[config.mk]
export PLATFORM = sky130hd
export DESIGN_NAME = tdc_core
export DESIGN_NICKNAME = d
export VERILOG_FILES = /design/src/rtl/tdc_pkg.sv /design/src/rtl/tdc_delay_line.sv /design/src/rtl/tdc_core.sv
export SDC_FILE = /design/constraint.sdc
export NUM_CORES = 1
export LEC_CHECK = 0
export ABC_AREA = 1
export BUFFER_PORTS_ARGS = -buffer_cell sky130_fd_sc_hd__buf_2
export CORE_ASPECT_RATIO = 1.75
export CORE_MARGIN = 1
export CORE_UTILIZATION = 45
export CTS_CLUSTER_DIAMETER = 60
export DETAILED_ROUTE_END_ITERATION = 6
export PLACE_DENSITY = 0.62
export SLEW_MARGIN = 20
export SYNTH_ARGS = -nofsm -noshare
export SYNTH_HDL_FRONTEND = slang
export SYNTH_SLANG_ARGS = --single-unit
[constraint.sdc]
create_clock -name clk -period 1.85 [get_ports clk]
set_input_delay 0.2775 -clock clk [delete_from_list [all_inputs] [get_ports clk]]
set_output_delay 0.2775 -clock clk [all_outputs]
set_load 0.01 [all_outputs]
[src/rtl/tdc_pkg.sv]
// Shared constants and FSM encoding for the tapped-delay-line TDC.
// No logic here; imported by tdc_delay_line and tdc_core.
`timescale 1ns/1ps
package tdc_pkg;

    localparam int NTAPS = 31;
    localparam int BIN_W = 5;
    localparam int CNT_W = 48;

    typedef enum logic {
        IDLE = 1'b0,
        MEAS = 1'b1
    } state_t;

endpackage

[src/rtl/tdc_delay_line.sv]
// Delay-line taps, thermometer capture registers and popcount fine-code encoders.
// Latency: codes valid the edge after a capture strobe; no backpressure, strobes always honoured.
`timescale 1ns/1ps
module tdc_delay_line
    import tdc_pkg::*;
#(
    parameter int  NTAPS     = tdc_pkg::NTAPS,
    parameter real TAP_DELAY = 0.3
) (
    input  logic             clk,
    input  logic             rst_n,
    input  logic             i_hit,
    input  logic             i_cap_start,
    input  logic             i_cap_stop,
    output logic [BIN_W-1:0] o_bin_start,
    output logic [BIN_W-1:0] o_bin_stop
);

    logic [NTAPS-1:0] w_tap;
    logic [NTAPS-1:0] r_therm_start;
    logic [NTAPS-1:0] r_therm_stop;
    logic [BIN_W-1:0] w_pop_start;
    logic [BIN_W-1:0] w_pop_stop;

    // Behavioural tap delays; a silicon build maps these onto a placed carry chain.
    for (genvar i = 0; i < NTAPS; i++) begin : g_tap
`ifdef SYNTHESIS
        assign w_tap[i] = i_hit;
`else
        assign #((i + 1) * TAP_DELAY) w_tap[i] = i_hit;
`endif
    end

    always_ff @(posedge clk or negedge rst_n) begin
        if (!rst_n) begin
            r_therm_start <= '0;
            r_therm_stop  <= '0;
        end else begin
            if (i_cap_start) r_therm_start <= w_tap;
            if (i_cap_stop)  r_therm_stop  <= ~w_tap;
        end
    end

    // Counting ones rather than finding the 1->0 transition tolerates bubbles.
    always_comb begin
        w_pop_start = '0;
        w_pop_stop  = '0;
        for (int i = 0; i < NTAPS; i++) begin
            w_pop_start = w_pop_start + BIN_W'(r_therm_start[i]);
            w_pop_stop  = w_pop_stop  + BIN_W'(r_therm_stop[i]);
        end
    end

    assign o_bin_start = w_pop_start;
    assign o_bin_stop  = w_pop_stop;

endmodule

[src/rtl/tdc_core.sv]
// Pulse-width TDC: fine START/STOP codes from the delay line plus a 48-bit coarse edge count.
// Outputs update on the capture edge itself; no backpressure. Optional done pulse with TDC_DONE_EN.
`timescale 1ns/1ps
module tdc_core
    import tdc_pkg::*;
#(
    parameter int  NTAPS     = tdc_pkg::NTAPS,
    parameter real TAP_DELAY = 0.3
) (
    input  logic             clk,
    input  logic             rst_n,
    input  logic             hit,
    output logic [BIN_W-1:0] bin_out_start,
    output logic [BIN_W-1:0] bin_out_stop,
    output logic [CNT_W-1:0] out_count
`ifdef TDC_DONE_EN
    ,
    output logic             done
`endif
);

    state_t           r_state;
    state_t           w_state_nxt;
    logic             r_h0_prev;
    logic             w_h0;
    logic             w_cap_start;
    logic             w_cap_stop;
    logic [CNT_W-1:0] r_cnt;
    logic [CNT_W-1:0] r_out_count;

    assign w_h0 = hit;

    tdc_delay_line #(
        .NTAPS     (NTAPS),
        .TAP_DELAY (TAP_DELAY)
    ) u_delay_line (
        .clk         (clk),
        .rst_n       (rst_n),
        .i_hit       (w_h0),
        .i_cap_start (w_cap_start),
        .i_cap_stop  (w_cap_stop),
        .o_bin_start (bin_out_start),
        .o_bin_stop  (bin_out_stop)
    );

    always_ff @(posedge clk or negedge rst_n) begin
        if (!rst_n) r_state <= IDLE;
        else        r_state <= w_state_nxt;
    end

    always_comb begin
        w_state_nxt = r_state;
        w_cap_start = 1'b0;
        w_cap_stop  = 1'b0;
        case (r_state)
            IDLE: begin
                if (w_h0 && !r_h0_prev) begin
                    w_cap_start = 1'b1;
                    w_state_nxt = MEAS;
                end
            end
            MEAS: begin
                if (!w_h0) begin
                    w_cap_stop  = 1'b1;
                    w_state_nxt = IDLE;
                end
            end
            default: w_state_nxt = IDLE;
        endcase
    end

    // Previous-h0 resets high so a hit already asserted at reset release is not a START.
    always_ff @(posedge clk or negedge rst_n) begin
        if (!rst_n) begin
            r_h0_prev   <= 1'b1;
            r_cnt       <= '0;
            r_out_count <= '0;
        end else begin
            r_h0_prev <= w_h0;
            if (w_cap_start)
                r_cnt <= CNT_W'(1);
            else if (r_state == MEAS && w_h0)
                r_cnt <= r_cnt + CNT_W'(1);
            if (w_cap_stop)
                r_out_count <= r_cnt;
        end
    end

    assign out_count = r_out_count;

`ifdef TDC_DONE_EN
    logic r_done;

    always_ff @(posedge clk or negedge rst_n) begin
        if (!rst_n) r_done <= 1'b0;
        else        r_done <= w_cap_stop;
    end

    assign done = r_done;
`endif

endmodule

======== Word-level counts from Yosys, hierarchy flattened ========
Cells that the tools add are included.
storage, ports and cells
  register bits ........................... 130
  logic and storage cells ................. 81
operators by class
  $add $sub $neg .......................... 61
  bitwise logic cells ..................... 2
  mux-type cells .......................... 8
  reductions and logical operators ........ 4
operators with widths
  operator                                        count
  adder 5 x 1 -> 5 bit                            57
  two-way mux 48 bit                              2
  adder 48 x 1 -> 48 bit (second input constant)  1
  inverter 31 bit                                 1
  two-way mux 1 bit                               5
  adder 1 x 1 -> 2 bit                            2
  adder 2 x 1 -> 3 bit                            1
  logical AND 1 bit                               2
  one-hot mux 1 bit (2 select lines)              1
  nonzero test 2 bit                              1
  logical NOT 1 bit                               1
  inverter 1 bit                                  1

======== Longest topological paths before layout ========
  depth after elaboration ................. 30
  gate-level depth with buffers ........... 11
  depth with buffers taken out ............ 11

======== By module ========
A second synthesis with hierarchy kept.
unflattened totals
  cells, all modules ...................... 626
  area, all modules ....................... 4778.3 µm²
by module, submodules not included
  module          instances  area an instance (µm²)  cells an instance
  tdc_core        1          4634.4                  607
  tdc_delay_line  1          143.9                   19

======== Least setup slack after synthesis ========
Ideal clock, no wire load.
  kind .................................... register to register
  start point ............................. register r_cnt[0]
  end point ............................... register r_cnt[46]
  arrival ................................. 1.374 ns
  cell stages (with the launch flop) ...... 11
  slack ................................... 0.363 ns
  path buffers ............................ 0
  data required time ...................... 1.737 ns
  cell sequence ........................... dfrtp_1 > ha_1 > nand2_1 > nor2_1 > nand2_1 > nor2_2 > nand2_2 > nor2_4 > nand3_1 > nand2_1 > inv_1
between the ends
  cells in the longest elaborated chain, start to end .. 3
ends and longest elaborated chain
  what                    RTL line        RTL
  from (decl)             tdc_core.sv:28  logic [CNT_W-1:0] r_cnt;
  from (signal assigned)  tdc_core.sv:83  r_cnt <= r_cnt + CNT_W'(1);
  adder 48 x 1 -> 48 bit  tdc_core.sv:83
  two-way mux 48 bit      tdc_core.sv:82  else if (r_state == MEAS && w_h0)
  two-way mux 48 bit      tdc_core.sv:80  if (w_cap_start)
Every way passes these cells. The select of a mux whose other input is x is not followed.
A chain may end at the register's enable or synchronous reset.

======== Final worst setup path ========
Ends and elaborated chain as after synthesis.

==> impl_metrics.toml <==
[run_status]
outcome = "completed"

[setup_path]
crit_chain = "ha_1 > nand2_2 > nor2_4 > nand2_1 > nor2_2 > nand2_4 > nor2_4 > nand3_1 > nand2_1 > inv_1"
start_kind = "flop"
slowest_stage = "dfrtp_1"
cp_slowest_stage_delay_ns = 0.39
cp.required_ns = 2.09
cp-end-kind = "flop"
cp.arrival_ns = 1.97
cp_max_fo = 5
crit_type = "flop to flop"

[yosys]
ys_warn_count = 0
yosys-top-cells-area = "dfrtp_1, nand2_1, mux2_2"
synth_compound_area_frac = 0.07284
avgSynthCellArea_um2 = 8.411
ys_ff_latch = 100
ys_seq_area_frac = 0.5132
synthMuxAreaShare = 0.06822
syn-instance-count = 580
synth_area_mm2 = 0.004878
yosysTopAreaCellShare = 0.5078
synth_ff_type = "dfrtp_1"
synth_fp_nets = 584
synth_edf_count = 0
synth_xor_area_frac = 0
synthSimpleGateAreaFrac = 0.2608
ys_types = 34
synth_top_family_by_area = "simple AND/OR/NAND/NOR gates"
yosysTopAreaCell = "dfrtp_1"
async_flop_share = 1.000
synthAdderAreaFrac = 0.002565

[power_and_ir_drop]
power_mw = 4.519
p_leak_nw = 2.945
power_density_mw_per_mm2 = 781.2
peakVddDrop_mv = 0.5530

[timing]
maxSlewHeadroom = 0.7271
max_slew.worst_pin.slew_ns = 0.4093
setup_viol = 0
post-route-period-util = 0.9301
slew_violations = 0
finClkSkew_ns = 0.005456
report.final.hold_viol_count = 0
min_period_ns = 1.721
fmax_mhz = 581.1
setup_tns_ns = 0

[place]
portBuffers = 60
gp_congestion = 0.9293
dp_hpwl_um = 9063

[layout]
diodes = 0
area_growth_pct = 18.59
final_cell_mix = "nand2_1, dfrtp_1, inv_1"
final_nets = 652
fin_util = 0.5440
final_common_cell = "nand2_1"
fillers = 990
layout-drive-gt1-share = 0.2205

[cts]
numCtsBuffers = 9
cts_root_buf = "clkbuf_16"
cts_tree = "yes"
cts.clk_slew.worst_paths_ns = 0.07
cts_max_path_buffers = 2
htree_levels = 3
cts_sinks = 100
worstSkewPairLatency_ns = 0.35

[drt]
first_pass_iters = 4
num_vias = 4110
drt-total-wl_um = 12080
drtIter0Drc = 190
drc = 0
via_per_inst = 5.249
wl_per_cell_um = 15.42
ant_nets = 0

[job]
cap_violations = 0

[global_routing]
overflow = 0
grt_use_total = 0.2392
grt_pass1_vias = 4366
grt_pass1_wl_um = 20470
antenna_found_initial = 0
grt_max_degree = 41

[die]
rows = 50
fp.coreArea_mm2 = 0.01064
die_x_um = 80.71
die_h_um = 139.7
dieArea_mm2 = 0.01128
start_util = 0.4587
ios = 61

[worst_hold_path]
hp-class = "primary input to flop"
-- synthesized netlist by cell type, types with 5 or more instances --
cell type,count
buf_4,8
clkbuf_1,8
dfrtp_1,99
inv_1,77
mux2_2,26
nand2_1,154
nand3_1,26
nand4_1,23
nor2_1,55
nor2_2,6
nor3_1,5
o21ai_0,47
o21ai_1,5
-- timing repair --
item | 4_1_cts | 5_1_grt
hold endpoints to repair | 24 | 0
gates resized for setup | 0 | 9
endpoints found under the setup margin | 0 | 21
setup buffers | 0 | 2
hold buffers | 1 | 0
-- cell families after synthesis --
| family | count (synthesis) |
|---|---|
| AOI/OAI and AO/OA | 66 |
| adders and majority gates | 1 |
| buffers and inverters | 98 |
| DFF | 100 |
| muxes | 30 |
| and+or+nand+nor | 285 |
-- path summary, 6_finish.rpt --
| check | start | end | slack, ns | cells after the start |
|---|---|---|---|---|
| max | r_cnt[0] | r_cnt[46] | 0.13 | 10 |
| min | hit | r_h0_prev | 0.04 | 1 |
| max reg2reg | r_cnt[0] | r_cnt[46] | 0.13 | 10 |
| min reg2reg | out_count[11] | out_count[11] | 0.48 | 2 |
| max in group asynchronous | rst_n | r_h0_prev | 0.83 | 3 |
| min in group asynchronous | rst_n | r_cnt[19] | 0.40 | 2 |
-- metrics by stage --
stage	setup slack [ns]	hold WS [ns]	cells	instance area, um2
after global placement	0.07541	0.2315	764	5393
after detailed placement	0.02748	0.2342	764	5393
after global routing	-0.01984	0.03122	783	5786
final	0.1293	0.04421	783	5786
after floorplan	0.3627	-0.01809	580	4878
after CTS	0.01302	0.03811	781	5705
-- report_power, final --
part | leakage [nW] | internal [mW] | switching, mW
clock network | 0.146 | 1.09 | 0.842
registers | 1.37 | 2.24 | 0.0392
logic | 1.43 | 0.103 | 0.204
total | 2.95 | 3.43 | 1.08
-- metal layers --
metal  routed length, um  track usage
met1                4604       0.2510
met2                6708       0.4447
met3                 302      0.03410
met4                 460       0.1212
met5                   0            0
-- layout make-up --
class | count | area [um2] | share of cell area
multi-input combinational | 382 | 2016 | 0.3484
tap | 130 | 162.7 | 0.02811
clock buffer | 11 | 242.7 | 0.04196
timing repair buffer | 77 | 508.0 | 0.08780
clock inverter | 5 | 60.06 | 0.01038
inverter | 78 | 292.8 | 0.05061
sequential | 100 | 2504 | 0.4327
-- flip-flops by register name, summed over array words and instances (netlist names) --
name                        flops
out_count                      48
r_cnt                          48
r_h0_prev                       1
r_state                         1
u_delay_line.r_therm_start      1
u_delay_line.r_therm_stop       1
-- worst max-delay path, delay by kind of cell (launching register included) --
family	cells	cell delay [ns]
and+or+nand+nor	8	0.99
adders and majority gates	1	0.21
buffers and inverters	1	0.03
DFF	1	0.39
(Power assumes the default switching activity.)
